File: src/rtl/id_ex_stage.sv
// ID/EX pipeline register for the 5-stage RV32I pipeline.
// Applies the decode-generated forwarding selects to the register-file read
// data, then latches the decode bundle into EX. Detects load-use hazards and
// inserts bubbles, holds while the EX unit is busy, squashes on flush, and
// counts the load-use bubbles it inserts.
//
// Ports:
//   i_clk, i_reset             clock (rising edge), async active-high reset
//   valid_D .. alu_op_D        decode bundle
//   ForwardA, ForwardB         operand selects (10=M, 01=W, 00/11=RF)
//   alu_data_M, wb_data_W      forwarding sources
//   rd_addr_M, mem_rden_M      MEM-stage destination / load flag
//   ex_busy, flush_E           EX hold and EX squash
//   stall_F, stall_D           combinational front-end hold
//   valid_E .. alu_op_E        registered EX bundle
//   bubble_cnt                 saturating load-use bubble counter
module id_ex_stage #(
  parameter int unsigned XLEN  = 32,
  parameter int unsigned CNT_W = 16
) (
  input  logic             i_clk,
  input  logic             i_reset,
  input  logic             valid_D,
  input  logic [XLEN-1:0]  pc_D,
  input  logic [XLEN-1:0]  rs1_data_D,
  input  logic [XLEN-1:0]  rs2_data_D,
  input  logic [XLEN-1:0]  imm_D,
  input  logic [4:0]       rs1_addr_D,
  input  logic [4:0]       rs2_addr_D,
  input  logic [4:0]       rd_addr_D,
  input  logic             rs1_used_D,
  input  logic             rs2_used_D,
  input  logic             rd_wren_D,
  input  logic             mem_rden_D,
  input  logic             mem_wren_D,
  input  logic             br_D,
  input  logic [3:0]       alu_op_D,
  input  logic [1:0]       ForwardA,
  input  logic [1:0]       ForwardB,
  input  logic [XLEN-1:0]  alu_data_M,
  input  logic [XLEN-1:0]  wb_data_W,
  input  logic [4:0]       rd_addr_M,
  input  logic             mem_rden_M,
  input  logic             ex_busy,
  input  logic             flush_E,
  output logic             stall_F,
  output logic             stall_D,
  output logic             valid_E,
  output logic [XLEN-1:0]  pc_E,
  output logic [XLEN-1:0]  rs1_val_E,
  output logic [XLEN-1:0]  rs2_val_E,
  output logic [XLEN-1:0]  imm_E,
  output logic [4:0]       rs1_addr_E,
  output logic [4:0]       rs2_addr_E,
  output logic [4:0]       rd_addr_E,
  output logic             rd_wren_E,
  output logic             mem_rden_E,
  output logic             mem_wren_E,
  output logic             br_E,
  output logic [3:0]       alu_op_E,
  output logic [CNT_W-1:0] bubble_cnt
);

  localparam int unsigned REG_W = 5;
  localparam int unsigned OP_W  = 4;
  localparam logic [1:0]  FWD_M = 2'b10;
  localparam logic [1:0]  FWD_W = 2'b01;

  typedef struct packed {
    logic              valid;
    logic [XLEN-1:0]   pc;
    logic [XLEN-1:0]   rs1_val;
    logic [XLEN-1:0]   rs2_val;
    logic [XLEN-1:0]   imm;
    logic [REG_W-1:0]  rs1_addr;
    logic [REG_W-1:0]  rs2_addr;
    logic [REG_W-1:0]  rd_addr;
    logic              rd_wren;
    logic              mem_rden;
    logic              mem_wren;
    logic              br;
    logic [OP_W-1:0]   alu_op;
  } ex_bundle_t;

  ex_bundle_t       e_q, e_d, d_bundle_c;
  logic [CNT_W-1:0] cnt_q, cnt_d;
  logic [XLEN-1:0]  rs1_sel_c, rs2_sel_c;
  logic             lu_rs1_c, lu_rs2_c, lu_c;

  // Operand mux; the reserved 11 encoding falls back to register-file data.
  function automatic logic [XLEN-1:0] fwd_mux(input logic [1:0]      sel,
                                              input logic [XLEN-1:0] rf,
                                              input logic [XLEN-1:0] m,
                                              input logic [XLEN-1:0] w);
    logic [XLEN-1:0] r;
    case (sel)
      FWD_M:   r = m;
      FWD_W:   r = w;
      default: r = rf;
    endcase
    return r;
  endfunction

  // Per-source load-use check against a load in E (registered) or in M.
  function automatic logic lu_src(input logic             used,
                                  input logic [REG_W-1:0] addr,
                                  input logic             v_d,
                                  input logic             v_e,
                                  input logic             ld_e,
                                  input logic [REG_W-1:0] rd_e,
                                  input logic             ld_m,
                                  input logic [REG_W-1:0] rd_m);
    logic hit_e, hit_m;
    hit_e = ld_e && v_e && (rd_e == addr);
    hit_m = ld_m && (rd_m == addr);
    return used && (addr != REG_W'(0)) && v_d && (hit_e || hit_m);
  endfunction

  always_comb begin
    rs1_sel_c = fwd_mux(ForwardA, rs1_data_D, alu_data_M, wb_data_W);
    rs2_sel_c = fwd_mux(ForwardB, rs2_data_D, alu_data_M, wb_data_W);
  end

  always_comb begin
    lu_rs1_c = lu_src(rs1_used_D, rs1_addr_D, valid_D, e_q.valid, e_q.mem_rden,
                      e_q.rd_addr, mem_rden_M, rd_addr_M);
    lu_rs2_c = lu_src(rs2_used_D, rs2_addr_D, valid_D, e_q.valid, e_q.mem_rden,
                      e_q.rd_addr, mem_rden_M, rd_addr_M);
    lu_c     = lu_rs1_c || lu_rs2_c;
  end

  // A flush redirects the front end, so it overrides any hold request.
  assign stall_D = valid_D && (lu_c || ex_busy) && !flush_E;
  assign stall_F = stall_D;

  // Decode bundle as it would enter EX, with forwarded operands.
  always_comb begin
    d_bundle_c          = '0;
    d_bundle_c.valid    = valid_D;
    d_bundle_c.pc       = pc_D;
    d_bundle_c.rs1_val  = rs1_sel_c;
    d_bundle_c.rs2_val  = rs2_sel_c;
    d_bundle_c.imm      = imm_D;
    d_bundle_c.rs1_addr = rs1_addr_D;
    d_bundle_c.rs2_addr = rs2_addr_D;
    d_bundle_c.rd_addr  = rd_addr_D;
    d_bundle_c.rd_wren  = rd_wren_D;
    d_bundle_c.mem_rden = mem_rden_D;
    d_bundle_c.mem_wren = mem_wren_D;
    d_bundle_c.br       = br_D;
    d_bundle_c.alu_op   = alu_op_D;
  end

  // Update priority: flush, busy hold, load-use bubble, normal advance.
  always_comb begin
    e_d   = e_q;
    cnt_d = cnt_q;
    if (flush_E) begin
      e_d = '0;
    end else if (ex_busy) begin
      e_d = e_q;
    end else if (lu_c) begin
      e_d = '0;
      if (cnt_q != {CNT_W{1'b1}}) begin
        cnt_d = cnt_q + CNT_W'(1);
      end
    end else begin
      e_d = d_bundle_c;
    end
  end

  always_ff @(posedge i_clk or posedge i_reset) begin
    if (i_reset) begin
      e_q   <= '0;
      cnt_q <= '0;
    end else begin
      e_q   <= e_d;
      cnt_q <= cnt_d;
    end
  end

  assign valid_E    = e_q.valid;
  assign pc_E       = e_q.pc;
  assign rs1_val_E  = e_q.rs1_val;
  assign rs2_val_E  = e_q.rs2_val;
  assign imm_E      = e_q.imm;
  assign rs1_addr_E = e_q.rs1_addr;
  assign rs2_addr_E = e_q.rs2_addr;
  assign rd_addr_E  = e_q.rd_addr;
  assign rd_wren_E  = e_q.rd_wren;
  assign mem_rden_E = e_q.mem_rden;
  assign mem_wren_E = e_q.mem_wren;
  assign br_E       = e_q.br;
  assign alu_op_E   = e_q.alu_op;
  assign bubble_cnt = cnt_q;

endmodule
File: config.mk
export PLATFORM = sky130hd
export DESIGN_NAME = id_ex_stage
export DESIGN_NICKNAME = d
export VERILOG_FILES = /design/src/rtl/id_ex_stage.sv
export SDC_FILE = /design/constraint.sdc
export NUM_CORES = 1
export LEC_CHECK = 0
export ABC_AREA = 1
export BUFFER_PORTS_ARGS = -buffer_cell sky130_fd_sc_hd__buf_2
export CORE_AREA = 2 2 155 157
export CTS_BUF_LIST = sky130_fd_sc_hd__clkbuf_8
export DETAILED_ROUTE_END_ITERATION = 10
export DIE_AREA = 0 0 157 159
export PLACE_DENSITY = 0.67
export SLEW_MARGIN = 20
export SYNTH_ARGS = -nofsm -noshare
export SYNTH_HDL_FRONTEND = slang
export SYNTH_SLANG_ARGS = --single-unit
export TNS_END_PERCENT = 30
File: constraint.sdc
create_clock -name i_clk -period 5.85 [get_ports i_clk]
set_clock_uncertainty 0.2 [all_clocks]
set_input_delay 0.2925 -clock i_clk [delete_from_list [all_inputs] [get_ports i_clk]]
set_output_delay 0.2925 -clock i_clk [all_outputs]
set_load 0.05 [all_outputs]
### Word level (Yosys, flattened, before mapping)

Index checks and enable logic that the tools add are counted.

| word-level totals | value |
|---|---|
| output and inout port bits | 170 |
| word-level logic and storage cells | 53 |
| bits in registers | 168 |

| cells by class | value |
|---|---|
| $add $sub $neg | 1 |
| eq/ne operators | 10 |
| bitwise logic cells | 2 |
| multiplexer cells | 5 |
| reductions and logical operators | 21 |

Operator list:

| operator | number |
|---|---|
| two-way mux 152 bit | 3 |
| case mux 32 bit (2 select lines) | 2 |
| == test 5 bit | 4 |
| adder 16 x 1 -> 16 bit, second input constant | 1 |
| inequality test 16 bit, second input constant | 1 |
| logical AND 1 bit | 13 |
| nonzero test 5 bit | 2 |
| == test 2 x 1 -> 1 bit, second input constant | 2 |
| == test 2 bit, second input constant | 2 |
| logical OR 1 bit | 4 |
| AND reduction 4 bit | 1 |
| inequality test 2 x 1 -> 1 bit, second input constant | 1 |
| inverter 1 bit | 2 |
| logical NOT 1 bit | 1 |

### Depth between registers and ports, before layout

| logic depth | value |
|---|---|
| depth after elaboration | 8 |
| mapped depth | 13 |
| depth with buffers taken out | 11 |

### Least setup slack after synthesis

OpenSTA, ideal clock, no wires.

| timing path | value |
|---|---|
| path type | reg2out |
| start | register e_q (netlist bit rd_addr_E[4]) |
| end | output port stall_F |
| path buffers | 3 |
| required time | 5358 ps |
| data arrival time | 2197 ps |
| path slack | 3160 ps |
| stages on the path, launching flop included | 14 |
| path through | dfrtp_1 > inv_1 > nand2_1 > nand2_1 > nor2_1 > nand3_1 > nand2_1 > nand2_2 > nand2_4 > buf_8 > buf_8 > o21ai_0 > inv_1 > buf_4 |

| on the way | value |
|---|---|
| cells in the longest elaborated chain, start to end | 8 |

RTL lines:

| what | line | source |
|---|---|---|
| start, declared | 85 | `ex_bundle_t e_q, e_d, d_bundle_c;` |
| start signal, assigned | 174 | `e_q <= '0;` |
| start signal, assigned | 177 | `e_q <= e_d;` |
| == test 5 bit | 114 | `hit_e = ld_e && v_e && (rd_e == addr);` |
| logical AND 1 bit | 114 |  |
| logical OR 1 bit | 116 | `return used && (addr != REG_W'(0)) && v_d && (hit_e \|\| hit_m);` |
| logical AND 1 bit | 116 |  |
| logical OR 1 bit * | 129 | `lu_c = lu_rs1_c \|\| lu_rs2_c;` |
| logical OR 1 bit * | 133 | `assign stall_D = valid_D && (lu_c \|\| ex_busy) && !flush_E;` |
| logical AND 1 bit * (2 in a row) | 133 |  |
| end, declared | 46 | `output logic stall_F,` |

Every way passes the cells marked *; elsewhere a longest branch is shown, timed or not.

### Worst setup path in the final report

| timing path | value |
|---|---|
| start | input port rs2_addr_D[2] |
| end | output port stall_F |

| on the way | value |
|---|---|
| cells in the longest elaborated chain, start to end | 8 |

RTL lines:

| what | line | source |
|---|---|---|
| start, declared | 29 | `input logic [4:0] rs2_addr_D,` |
| == test 5 bit, or another cell as far along | 114 |  |
| logical AND 1 bit (on tied branches) | 114, 115, 116 |  |
| logical OR 1 bit / logical AND 1 bit (equally long branches) | 116 |  |
| logical AND 1 bit * | 116 |  |
| logical OR 1 bit * | 129 |  |
| logical OR 1 bit * | 133 |  |
| logical AND 1 bit * (2 in a row) | 133 |  |

Marks and branches as above.

==> reports/qor.txt <==
========================================================================================
Outcome ................................................................... finished, final reports clean
Post-detailed-route via-to-cell ratio .....................................         5.08
Part of the total power dissipated in combinational logic .................        27.3%
Time the worst path needs with I/O delays and setup .......................      3.44 ns
Arrival time of data at the critical path endpoint ........................      2.95 ns
First DRT Iteration DRCs ..................................................          900
Setup slack after layout ..................................................      2.41 ns
Number of antenna violations at the first check in global routing .........            5
Cell-by-cell trace of the critical path ................................... dlygate4sd3_1 > buf_2 > inv_1 > nand2_1 > nand2_1 > nor2_1 > nand3_1 > nand2_1 > nand2_2 > buf_4 > nand2_4 > o21ai_0 > inv_1 > buf_2
Cell depth of the worst flop-to-flop path .................................           13
Number of different library cells in the post-synthesis netlist ...........           26
Via count of the first global-routing pass ................................         9796
Number of failing setup endpoints in the final timing report ..............            0
Library cell with the largest summed area after synthesis .................      dfrtp_1
Vertical die dimension ....................................................       159 um
Total Die Area ............................................................    25000 um2
Peak supply drop ..........................................................       165 uV
Number of nets at the end of the flow .....................................         1883
Setup repair after global routing missed its margin .......................        false
Depth of the critical timing path with buffers and inverters included .....           14
Flip-flop and latch count after synthesis .................................          168
Worst setup path category .................................................       in2out
Pin count of the biggest net entering global routing ......................           96
Hold-critical path depth ..................................................            5
Class of the worst hold path ..............................................       in2reg
Pwr Density ...............................................................   239 nW/um2
Max-slew violation total from the final report ............................            0
Setup slack at placement ..................................................      2.64 ns
Fraction of the mapped netlist area in compound gates .....................        13.2%
Synth Area per Inst .......................................................     7.33 um2
Total number of H-tree levels .............................................            4
Post-synth net total ......................................................         1447
Largest fanout of any net on the critical path ............................           65
WL per Instance ...........................................................      16.5 um
Fraction of power consumed by the clock network ...........................        29.2%
Layout cells sized above 1 ................................................        27.7%
Max-cap violations ........................................................            0
Most area-consuming cells after synthesis ................................. dfrtp_1 (47%), nand2_1 (20%), o21ai_0 (8.4%)
Most frequent standard cell in the layout excluding fill and tap cells ....      nand2_1
Post-Synth Adder-Cell Area ................................................       0.706%
Synthesized-area fraction occupied by and/or/nand/nor cells ...............        31.0%
First-pass GRT wire length ................................................      51.2 mm
Area of the core ..........................................................    23200 um2
Total iterations of the first detailed-routing run ........................            6
Final-layout setup total negative slack ...................................         0 ns
Port Buffer Count .........................................................          401
Synthesis warning total ...................................................            0
Sequential group share of total power .....................................        43.5%
Post-Syn Instances ........................................................         1210
Startpoint class of the critical path .....................................    input pin
Aggregate global-route resource usage .....................................        25.7%
Sum of overflow across all layers after global routing ....................            0
Layout overhead on the synthesized area ...................................        38.2%
Number of cell rows .......................................................           56
Gpl congestion ............................................................        0.896
Number of gates given a new drive strength after cts ......................            0
Clock latency on the worst-skew pair ......................................      0.44 ns
Data required, critical path ..............................................      5.36 ns
CTS max path bufs .........................................................            2
Category of cells accounting for the largest share of critical-path delay . buffers and inverters
Tcrit/Tclk final ..........................................................        58.8%
Buffer cell driving the clock tree root ...................................     clkbuf_8
I/O pin count .............................................................          402
Wirelength, routed ........................................................      32.7 mm
Clock tree from TritonCTS .................................................         done
Crit-path max cell delay ..................................................      0.54 ns
Sink Count ................................................................          168
Cell area after synthesis .................................................     8860 um2
Power dissipated by switching net loads ...................................      1.12 mW
Most used cell, CP ........................................................      nand2_1
Initial core utilization ..................................................        38.2%
Total buffers and inverters traversed by the critical path ................            6
Cell Int Power ............................................................      1.80 mW
Net switching fraction of the power .......................................        38.4%
Crit path capture type ....................................................   output pin
Horizontal die dimension ..................................................       157 um
# DRC .....................................................................            0
Portion of the post-synthesis area used by sequential elements ............        47.4%
Count of vias placed by the detailed router ...............................        10100
Xor-xnor portion of the synthesized cell area .............................       0.296%
CP max stage cell ......................................................... dlygate4sd3_1
Tightest Pin Transition ...................................................      1.10 ns
Multiplexer share of the synthesized area .................................           0%
Normalized max-slew margin ................................................        26.9%
Post-Layout Cell Count ....................................................         1982
Final-report hold violation count .........................................            0
Combinational family with the most area after synthesis ................... simple AND/OR/NAND/NOR gates
Number of antenna-violating nets in the routed design .....................            0
Top library cells by usage in the layout, fill and taps aside ............. nand2_1 (465), buf_2 (401), dfrtp_1 (168)
Number of CTS-inserted buffers ............................................           17
Highest achievable clock rate .............................................      291 MHz
Number of placed instances, taps included .................................         1856
Clock-pin transition on the worst setup and hold timing paths .............      0.11 ns
Static Leak ...............................................................      6.39 nW
Share of the synthesized area in the top cell type ........................        47.4%
Dpl hpwl ..................................................................      22.3 mm
========================================================================================
[tightest hold or removal path: stages]
cell,delay (ns)
buf_2,0.11
nand2_1,0.05
a31oi_1,0.06
nand3_1,0.07
o21ai_0,0.07
[Yosys cell counts (all sizes together)]
| library cell | number |
|---|---|
| nand2 | 468 |
| dfrtp | 168 |
| o21ai | 148 |
| nor2 | 94 |
| nand3 | 86 |
| a31oi | 64 |
| clkbuf | 60 |
| inv | 54 |
| buf | 26 |
| nand4 | 22 |
| ha | 5 |
| nor3 | 5 |
| o22ai | 5 |
| xnor2 | 3 |
| nor4 | 2 |
[metal layers]
| layer | vias to the layer above | share of wire [%] | global-route usage [%] |
|---|---|---|---|
| met4 | 2 | 3.2 | 9.67 |
| li1 | 4836 | - | - |
| met3 | 71 | 8.5 | 7.02 |
| met2 | 466 | 48 | 42.5 |
| met1 | 4694 | 40 | 32.0 |
| met5 | - | 0.040 | 0 |
[final timing paths]
check	startpoint	endpoint	slack, ns
min in group asynchronous	i_reset	rs2_val_E[6]	0.27
max	rs2_addr_D[2]	stall_F	2.41
max in group asynchronous	i_reset	rs2_val_E[24]	3.79
min	wb_data_W[22]	rs2_val_E[22]	0.03
max reg2reg	rd_addr_E[4]	bubble_cnt[1]	2.64
min reg2reg	rs1_val_E[24]	rs1_val_E[24]	0.29
[power groups by stage]
stage               Sequential [mW]  Combinational (mW)  Clock (mW)
floorplan                      1.55               0.243           0
global placement               1.29               0.750           0
detailed placement             1.29               0.752           0
CTS                            1.27               0.800       0.877
global route                   1.28               0.864       0.926
finish                         1.27               0.800       0.854
[what timing repair did]
item / in CTS / in global routing
endpoints found under the setup margin: 0 / 0
hold buffers: 90 / 0
setup buffers: 0 / 0
hold endpoints to repair: 165 / 0
[through the flow]
stage / cell area [um2] / hold WS [ns] / utilization [%] / power [mW]
5_1_grt: 12200 / 0.0245 / 52.8 / 3.07
6_report: 12200 / 0.0333 / 52.8 / 2.93
4_1_cts: 12200 / 0.000854 / 52.7 / 2.95
3_3_place_gp: 10900 / 0.262 / 47.1 / 2.04
3_5_place_dp: 10900 / 0.267 / 47.1 / 2.05
2_1_floorplan: 8860 / 0.246 / - / 1.79
[logic make-up (layout without fill, tap and decap cells)]
family	Yosys count	in the layout
other cells	0	4
compound gates	217	217
fa+ha+maj	5	5
flops	168	168
buf+inv	140	589
xor+xnor	3	3
simple gates	677	677
[state kept, by name (all words and copies together) (netlist names)]
signal / cells
alu_op_E: 4
br_E: 1
bubble_cnt: 16
imm_E: 32
mem_rden_E: 1
mem_wren_E: 1
pc_E: 32
rd_addr_E: 5
rd_wren_E: 1
rs1_addr_E: 5
rs1_val_E: 32
rs2_addr_E: 5
rs2_val_E: 32
valid_E: 1
[layout make-up]
type | instances | area [um2]
tap | 319 | 399
fill | 2236 | 10900
sequential | 168 | 4200
clock inverter | 15 | 178
multi-input combinational | 902 | 4010
antenna | 4 | 10.0
inverter | 54 | 210
timing repair buffer | 503 | 3000
clock buffer | 17 | 234
Power figures use the tool's default switching activity.
